**src/rtl/muldiv_pkg.sv**
```systemverilog
// Shared constants for the HI/LO multiply/divide unit: widths, op codes, FSM states.
package muldiv_pkg;

    localparam int unsigned WIDTH = 32;
    localparam int unsigned ITER  = 32;

    // Operation encodings on the op port
    localparam logic [1:0] OP_MULT  = 2'b00;
    localparam logic [1:0] OP_MULTU = 2'b01;
    localparam logic [1:0] OP_DIV   = 2'b10;
    localparam logic [1:0] OP_DIVU  = 2'b11;

    // Sequencer states
    localparam logic [1:0] ST_IDLE = 2'd0;
    localparam logic [1:0] ST_MUL  = 2'd1;
    localparam logic [1:0] ST_DIV  = 2'd2;
    localparam logic [1:0] ST_FIX  = 2'd3;

endpackage

```
**src/rtl/neg_cond32.sv**
```systemverilog
// Conditional two's-complement negate, used for operand abs and result sign fix.
module neg_cond32
    import muldiv_pkg::*;
(
    input  logic             neg,
    input  logic [WIDTH-1:0] a,
    output logic [WIDTH-1:0] y
);

    // Pass through, or return -a when neg is set
    always_comb begin
        y = neg ? (~a + {{(WIDTH-1){1'b0}}, 1'b1}) : a;
    end

endmodule

```
**src/rtl/muldiv_hilo.sv**
```systemverilog
// Iterative 32-bit multiply/divide unit with architectural HI/LO registers.
// Magnitudes are processed radix-2 over 32 cycles, then a FIX cycle applies signs.
module muldiv_hilo
    import muldiv_pkg::*;
(
    input  logic             clk,
    input  logic             rst,
    input  logic [WIDTH-1:0] Read_data1,
    input  logic [WIDTH-1:0] Read_data2,
    input  logic             start,
    input  logic [1:0]       op,
    input  logic             hi_we,
    input  logic             lo_we,
    output logic             busy,
    output logic             done,
    output logic             div_by_zero,
    output logic [WIDTH-1:0] HI,
    output logic [WIDTH-1:0] LO
);

    localparam logic [5:0] LAST_ITER = 6'(ITER - 1);

    logic [1:0]       state;
    logic [5:0]       cnt;
    logic [WIDTH-1:0] p_hi;      // product high / partial remainder
    logic [WIDTH-1:0] p_lo;      // multiplier bits / dividend-then-quotient
    logic [WIDTH-1:0] opnd;      // multiplicand or divisor magnitude
    logic             fix_mul;   // result in p_hi/p_lo is a product
    logic             res_neg;   // product sign, or quotient sign
    logic             rem_neg;   // remainder takes dividend sign
    logic             dz_pend;   // divide launched with zero divisor

    logic             signed_op;
    logic [WIDTH-1:0] abs_a;
    logic [WIDTH-1:0] abs_b;
    logic [WIDTH:0]   mul_sum;
    logic [WIDTH:0]   div_shift;
    logic [WIDTH:0]   div_diff;
    logic             div_ok;
    logic             lo_zero;
    logic             fix_hi_neg;
    logic [WIDTH-1:0] lo_fix;
    logic [WIDTH-1:0] hi_neg_out;
    logic [WIDTH-1:0] hi_fix;

    assign busy = (state != ST_IDLE);

    neg_cond32 u_abs_a (
        .neg (signed_op & Read_data1[WIDTH-1]),
        .a   (Read_data1),
        .y   (abs_a)
    );

    neg_cond32 u_abs_b (
        .neg (signed_op & Read_data2[WIDTH-1]),
        .a   (Read_data2),
        .y   (abs_b)
    );

    neg_cond32 u_fix_lo (
        .neg (res_neg),
        .a   (p_lo),
        .y   (lo_fix)
    );

    neg_cond32 u_fix_hi (
        .neg (fix_hi_neg),
        .a   (p_hi),
        .y   (hi_neg_out)
    );

    // One shift-add / restoring-subtract step plus the sign-fix datapath
    always_comb begin
        signed_op = ~op[0];
        mul_sum   = {1'b0, p_hi} + ({(WIDTH+1){p_lo[0]}} & {1'b0, opnd});
        div_shift = {p_hi, p_lo[WIDTH-1]};
        div_diff  = div_shift - {1'b0, opnd};
        div_ok    = ~div_diff[WIDTH];
        lo_zero   = (p_lo == '0);
        // 64-bit negate: the low word's +1 carries into the high word only when low is zero
        fix_hi_neg = fix_mul ? (res_neg & lo_zero) : rem_neg;
        hi_fix     = (fix_mul & res_neg & ~lo_zero) ? ~p_hi : hi_neg_out;
    end

    // Sequencer, iteration datapath and HI/LO registers
    always_ff @(posedge clk or posedge rst) begin
        if (rst) begin
            state       <= ST_IDLE;
            cnt         <= '0;
            p_hi        <= '0;
            p_lo        <= '0;
            opnd        <= '0;
            fix_mul     <= 1'b0;
            res_neg     <= 1'b0;
            rem_neg     <= 1'b0;
            dz_pend     <= 1'b0;
            HI          <= '0;
            LO          <= '0;
            done        <= 1'b0;
            div_by_zero <= 1'b0;
        end else begin
            done        <= 1'b0;
            div_by_zero <= 1'b0;
            case (state)
                ST_IDLE: begin
                    if (start) begin
                        fix_mul <= ~op[1];
                        res_neg <= signed_op & (Read_data1[WIDTH-1] ^ Read_data2[WIDTH-1]);
                        rem_neg <= signed_op & op[1] & Read_data1[WIDTH-1];
                        p_hi    <= '0;
                        p_lo    <= op[1] ? abs_a : abs_b;
                        opnd    <= op[1] ? abs_b : abs_a;
                        cnt     <= '0;
                        dz_pend <= op[1] & (Read_data2 == '0);
                        state   <= op[1] ? ST_DIV : ST_MUL;
                    end else begin
                        if (hi_we) HI <= Read_data1;
                        if (lo_we) LO <= Read_data1;
                    end
                end
                ST_MUL: begin
                    p_hi <= mul_sum[WIDTH:1];
                    p_lo <= {mul_sum[0], p_lo[WIDTH-1:1]};
                    cnt  <= cnt + 6'd1;
                    if (cnt == LAST_ITER) state <= ST_FIX;
                end
                ST_DIV: begin
                    if (dz_pend) begin
                        dz_pend     <= 1'b0;
                        done        <= 1'b1;
                        div_by_zero <= 1'b1;
                        state       <= ST_IDLE;
                    end else begin
                        p_hi <= div_ok ? div_diff[WIDTH-1:0] : div_shift[WIDTH-1:0];
                        p_lo <= {p_lo[WIDTH-2:0], div_ok};
                        cnt  <= cnt + 6'd1;
                        if (cnt == LAST_ITER) state <= ST_FIX;
                    end
                end
                ST_FIX: begin
                    HI    <= hi_fix;
                    LO    <= lo_fix;
                    done  <= 1'b1;
                    state <= ST_IDLE;
                end
                default: state <= ST_IDLE;
            endcase
        end
    end

endmodule

```
**config.mk**
```make
export PLATFORM = sky130hd
export DESIGN_NAME = muldiv_hilo
export DESIGN_NICKNAME = d
export VERILOG_FILES = /design/src/rtl/muldiv_pkg.sv /design/src/rtl/neg_cond32.sv /design/src/rtl/muldiv_hilo.sv
export SDC_FILE = /design/constraint.sdc
export NUM_CORES = 1
export LEC_CHECK = 0
export ABC_AREA = 1
export CELL_PAD_IN_SITES_DETAIL_PLACEMENT = 1
export CELL_PAD_IN_SITES_GLOBAL_PLACEMENT = 2
export CORE_UTILIZATION = 29
export DETAILED_ROUTE_END_ITERATION = 10
export GPL_TIMING_DRIVEN = 0
export PLACE_DENSITY_LB_ADDON = 0.1
export SLEW_MARGIN = 10
export SYNTH_ARGS = -nofsm -noshare
export SYNTH_HDL_FRONTEND = slang
export SYNTH_SLANG_ARGS = --single-unit
```
**constraint.sdc**
```tcl
create_clock -name clk -period 5 [get_ports clk]
set_input_delay 0.5 -clock clk [delete_from_list [all_inputs] [get_ports clk]]
set_output_delay 0.5 -clock clk [all_outputs]
set_load 0.02 [all_outputs]
```
## Word level (Yosys, flattened, before mapping)

Cells that the tools add are included.
W data, S select, Z words.

| word-level totals | value |
|---|---|
| register bits | 174 |
| input bits | 71 |
| output and inout bits | 67 |

| cells by class | value |
|---|---|
| add/sub/neg operators | 7 |
| equality and inequality tests | 9 |
| muxes and demuxes | 34 |
| bitwise logic cells | 19 |
| reduce and logical (&&, ||, !) cells | 12 |

Operators by type and width:

| operator | count |
|---|---|
| $mux W32 | 16 |
| $pmux W32 S3 | 2 |
| $add A32 B1 Y32 const B | 4 |
| $not A32 Y32 | 4 |
| $pmux W32 S2 | 2 |
| $logic_not A32 Y1 | 2 |
| $add A32 B33 Y33 | 1 |
| $and A33 B32 Y33 | 1 |
| $sub A33 B32 Y33 | 1 |
| $pmux W6 S3 | 1 |
| $mux W6 | 2 |
| $ne A2 B2 Y1 const B | 5 |
| $and A1 B1 Y1 | 9 |
| $reduce_and A3 Y1 | 3 |
| $mux W2 | 4 |
| $pmux W2 S4 | 1 |
| $add A6 B1 Y6 const B | 1 |
| $eq A6 B5 Y1 const B | 1 |
| $reduce_bool A2 Y1 | 3 |
| $eq A2 B2 Y1 const B | 2 |
| $mux W1 | 4 |
| $not A1 Y1 | 4 |
| $pmux W1 S2 | 2 |
| $reduce_and A2 Y1 | 2 |
| 4 further kinds | 4 |

## Logic depth before layout (Yosys ltp)

| logic depth | value |
|---|---|
| depth after elaboration | 6 |
| depth in mapped cells | 20 |
| gate-level depth less buffers | 19 |

## Modules after synthesis

A second synthesis with hierarchy kept.

| unflattened totals | value |
|---|---|
| cell total of the unflattened synthesis | 3,235 |
| area total of the unflattened synthesis | 18,923.1 sq um |

By module, submodules not included:

| module | times used | cells each | area an instance (sq um) | seq. area each (sq um) |
|---|---|---|---|---|
| muldiv_hilo | 1 | 2,327 | 14,488.9 | 4,354.2 |
| neg_cond32 | 4 | 227 | 1,108.6 | 0.0 |

## Worst setup path after synthesis

OpenSTA, ideal clock, no wires.

| timing path | value |
|---|---|
| path kind | reg-to-reg |
| from | register p_lo[31] |
| to | register p_hi[1] |
| arrival time | 2,217 ps |
| required time | 4,884 ps |
| slack | 2,666 ps |
| cell stages (with the launch flop) | 20 |
| clock period less this slack | 2,334 ps |
| cells stage by stage | dfrtp_1 inv_1 ha_1 fa_1 inv_1 nand3_2 nand2_4 nand2_4 nand2_4 nand2_4 nand2_2 nand2_2 nand3_2 buf_6 buf_8 nand3_2 nand3_1 nand2_1 nand2_1 nand2_1 |

| on the way | value |
|---|---|
| word-level cells in the longest chain between the ends | 4 |

RTL lines:

| what | line | text |
|---|---|---|
| start: declaration | muldiv_hilo.sv:26 | `logic [WIDTH-1:0] p_lo;` |
| start signal: assignment | muldiv_hilo.sv:111 | `p_lo <= op[1] ? abs_a : abs_b;` |
| start signal: assignment | muldiv_hilo.sv:123 | `p_lo <= {mul_sum[0], p_lo[WIDTH-1:1]};` |
| start signal: assignment | muldiv_hilo.sv:135 | `p_lo <= {p_lo[WIDTH-2:0], div_ok};` |
| $sub A33 B32 Y33 | muldiv_hilo.sv:77 | `div_diff = div_shift - {1'b0, opnd};` |
| $mux W32 | muldiv_hilo.sv:134 | `p_hi <= div_ok ? div_diff[WIDTH-1:0] : div_shift[WIDTH-1:0];` |
| $mux W32 | muldiv_hilo.sv:128 | `if (dz_pend) begin` |
| $pmux W32 S3 | muldiv_hilo.sv:104 | `case (state)` |
| end signal: assignment | muldiv_hilo.sv:122 | `p_hi <= mul_sum[WIDTH:1];` |
| end signal: assignment | muldiv_hilo.sv:134 |  |
| end: declaration | muldiv_hilo.sv:25 | `logic [WIDTH-1:0] p_hi;` |

Every way passes these cells. The select of a mux whose other input is x is not followed.
A chain may end at the register's enable or synchronous reset.

## Final worst setup path

| timing path | value |
|---|---|
| from | register p_hi[0] |
| to | register p_hi[25] |

| on the way | value |
|---|---|
| word-level cells in the longest chain between the ends | 4 |
| elaborated cells between the ends (all ways) | 5 |
| classes of those cells | 2 x add/sub; 3 x mux |

RTL lines:

| what | line |
|---|---|
| $sub A33 B32 Y33 | muldiv_hilo.sv:77 |
| $mux W32 | muldiv_hilo.sv:134 |
| $mux W32 | muldiv_hilo.sv:128 |
| $pmux W32 S3 * | muldiv_hilo.sv:104 |

Every way passes the cells marked *; elsewhere a longest branch is shown, timed or not. The select of a mux whose other input is x is not followed.

==> results.yml <==
cells_and_area:
  seq_area_sq_um: 4350
  multiInputGateArea_sq_um: 11200
  synthToLayoutAreaGrowth_pct: 17.4
  antennaDiodeCount: 0
  finalNonFillerCells: 3894
  finalCoreUtilization_pct: 34.8
  nFillCells: 7845
  final_layout_size_suffix_gt1_share_pct: 3.97
  finalNetCount: 3254
sta:
  worst_pin_slew_ns: 0.897
  slew_headroom_pct: 40.2
  fin_worst_skew_ns: 0.0163
  timing.final.crit_share_pct: 64.1
  rsz0062_at_grt: "false"
  fmax_ghz: 0.312
  drv_slew: 0
  setup_tns_ns: 0
  finalSetupViolCount: 0
  fin_crit_ns: 3.20
  final.setup.worst_slack_ns: 1.80
  hold_violations: 0
power_and_ir_drop:
  combPwrFrac_pct: 67.9
  power_frac_seq_pct: 21.0
  p_int_uw: 5740
  power_uw: 13600
  p_clk_share_pct: 11.1
  power.density_nw_per_um2: 659
  p_leak_uw: 0.0103
  net-switching-power_uw: 7870
  p_sw_share_pct: 57.8
  peakVddDrop_uv: 359
grt:
  antenna_found_initial: 0
  grt_pass1_vias: 19952
  met1_usage_pct: 47.5
  use_met3_pct: 4.29
  grt_max_degree: 37
  grt_pass1_wl_um: 138000
  globalRouteTotalUtil_pct: 31.2
  use_met2_pct: 45.3
  grt-busiest-layer: "met1"
  overflow: 0
drt:
  drtIter0Drc: 1901
  wl_per_cell_um: 24.4
  wl_um: 95200
  drc: 0
  firstDrtPassIters: 5
  num_vias: 20408
  final_antenna_net_count: 0
  vias_per_cell: 5.24
placed_design:
  gp_congestion: 0.990
  pre_cts_slack_ns: 1.55
  portBuffers: 137
  hpwl_um: 82300
  dpl.cell_count: 3862
logic_synthesis:
  synth_top_flop_cell: "dfrtp_1"
  synthTopCellsByCount: "nand2_1 (914), inv_1 (397), nor2_1 (336)"
  synth_edf_count: 0
  ys_ff_latch: 174
  syn_area_sq_um: 17600
  postSynthNetCount: 3093
  synthCells: 2947
  yosysWarningCount: 0
  yosysMostFrequentCell: "nand2_1"
  yosys.area.top_type: "dfrtp_1"
  synth_cell_types: 53
  async_flop_share_pct: 100
  yosys-top-cells-area: "dfrtp_1 (25%), nand2_1 (19%), nand3_1 (9.0%)"
  synth_top_area_share_pct: 24.7
  seq_area_frac_synth_pct: 24.7
  syn_avg_cell_area_sq_um: 5.97
cts:
  cts_tree: "built"
  clockBufferDepth: 2
  cts_setup_buffers: 0
  ctsHoldBuffers: 0
  cts.sinks: 174
  cts_buffers: 17
  h-tree-depth: 4
  cts.reportedPaths.clkPinSlew_ns: 0.08
  clk_latency_ns: 0.51
  cts-resized-gates: 0
  root_buffer: "clkbuf_16"
die:
  core_area_sq_um: 59500
  die_x_um: 248
  dieArea_sq_um: 61700
  rows: 89
  start_util_pct: 29.6
  io_pins: 138
  die_h_um: 248
worst_setup_path:
  critPathLaunchType: "register"
  crit_path_end_kind: "register"
  path_max_fanout: 10
  path_class: "reg -> reg"
  crit_arrival_ns: 3.60
  required_ns: 5.40
outcome:
  status: "finished clean"
run:
  drv_cap: 0
hold_path:
  worst_hold_path_type: "in -> async"
-- kinds of logic (layout without fill, tap and decap cells) --
kind of cell | Yosys count | after routing | synth area share [%]
xor+xnor | 55 | 55 | 2.74
compound gates | 418 | 418 | 13.9
fa+ha+maj | 75 | 75 | 5.42
flops | 174 | 174 | 24.7
buf+inv | 510 | 684 | 11.8
simple gates | 1715 | 1715 | 41.4
-- state kept, by name, summed over array words and instances, names as in the netlist --
| register | cells |
|---|---|
| dz_pend | 1 |
| p_hi | 32 |
| cnt | 6 |
| rem_neg | 1 |
| opnd | 32 |
| res_neg | 1 |
| fix_mul | 1 |
| state | 2 |
| LO | 32 |
| done | 1 |
| div_by_zero | 1 |
| HI | 32 |
| p_lo | 32 |
-- worst paths after layout --
kind	cells past startpoint	from	to	slack (ns)
min reg2reg	1	cnt[5]$_DFFE_PP0P_	cnt[5]$_DFFE_PP0P_	0.47
min in group clk	1	cnt[5]$_DFFE_PP0P_	cnt[5]$_DFFE_PP0P_	0.47
max reg2reg	19	p_hi[0]$_DFFE_PP0P_	p_hi[25]$_DFFE_PP0P_	1.80
max	19	p_hi[0]$_DFFE_PP0P_	p_hi[25]$_DFFE_PP0P_	1.80
max in group asynchronous	5	rst	p_hi[1]$_DFFE_PP0P_	3.67
min	2	rst	LO[17]$_DFFE_PP0P_	0.31
-- cell type report --
class                           count  share of cell area (%)
Buffer                            104                    2.69
Multi-Input combinational cell   2263                    54.0
Tap cell                          773                    4.68
Inverter                          406                    7.39
Clock inverter                     15                   0.969
Clock buffer                       17                    2.06
Sequential cell                   174                    21.1
Timing Repair Buffer              142                    7.12
-- placed cells by master, fill, tap and decap left out, types with 10 or more instances in the layout --
cell type / count
buf_2: 12
xnor2_1: 12
nand3_2: 14
ha_1: 73
nor2_1: 336
nor3_1: 31
clkbuf_1: 63
nand3b_1: 33
a22oi_1: 38
o211ai_1: 21
dfrtp_1: 174
nand2_2: 13
a31oi_1: 21
clkbuf_16: 17
inv_1: 396
buf_1: 11
nand3_1: 316
a21oi_1: 133
nand4_1: 26
nand2_1: 914
xor2_1: 43
o21ai_0: 130
o221ai_1: 13
nor2_2: 10
clkdlybuf4s50_1: 137
o22ai_1: 32
-- power by group through the flow --
stage,Combinational [uW],Clock [uW],Sequential (uW)
after CTS,9190,1550,2830
final,9240,1510,2860
after floorplan,5540,0,2750
after global placement,9000,0,2840
after detailed placement,9140,0,2860
after global routing,10200,1590,2910
-- per-layer routing --
metal  up-vias  part of all wire [%]
met2       592                    42
met5         -                     0
li1       9846                     -
met1      9903                    50
met4         0                   2.1
met3        67                   6.1
-- worst max-delay path: stages, from the launching register on --
cell and delay (ns):
dfrtp_1 0.58, inv_1 0.29, fa_1 0.53, inv_1 0.13, nand3_2 0.09, nand2_4 0.12, nand2_4 0.05, nand2_4 0.10
nand2_4 0.06, nand2_2 0.08, nand2_2 0.08, nand2_2 0.08, nand2_2 0.11, nand2_2 0.14, buf_4 0.18, nand2_1 0.17
nand3_1 0.12, nand2_1 0.06, nand2_1 0.06, nand2_1 0.05
-- per-stage QoR --
stage / instance area, sq um / hold WS, ns
2_1_floorplan: 17600 / 0.434
3_3_place_gp: 19900 / 0.449
3_5_place_dp: 20000 / 0.465
4_1_cts: 20700 / 0.282
5_1_grt: 20700 / 0.314
6_report: 20700 / 0.311
Note: power is estimated with default switching activity, not from simulation.
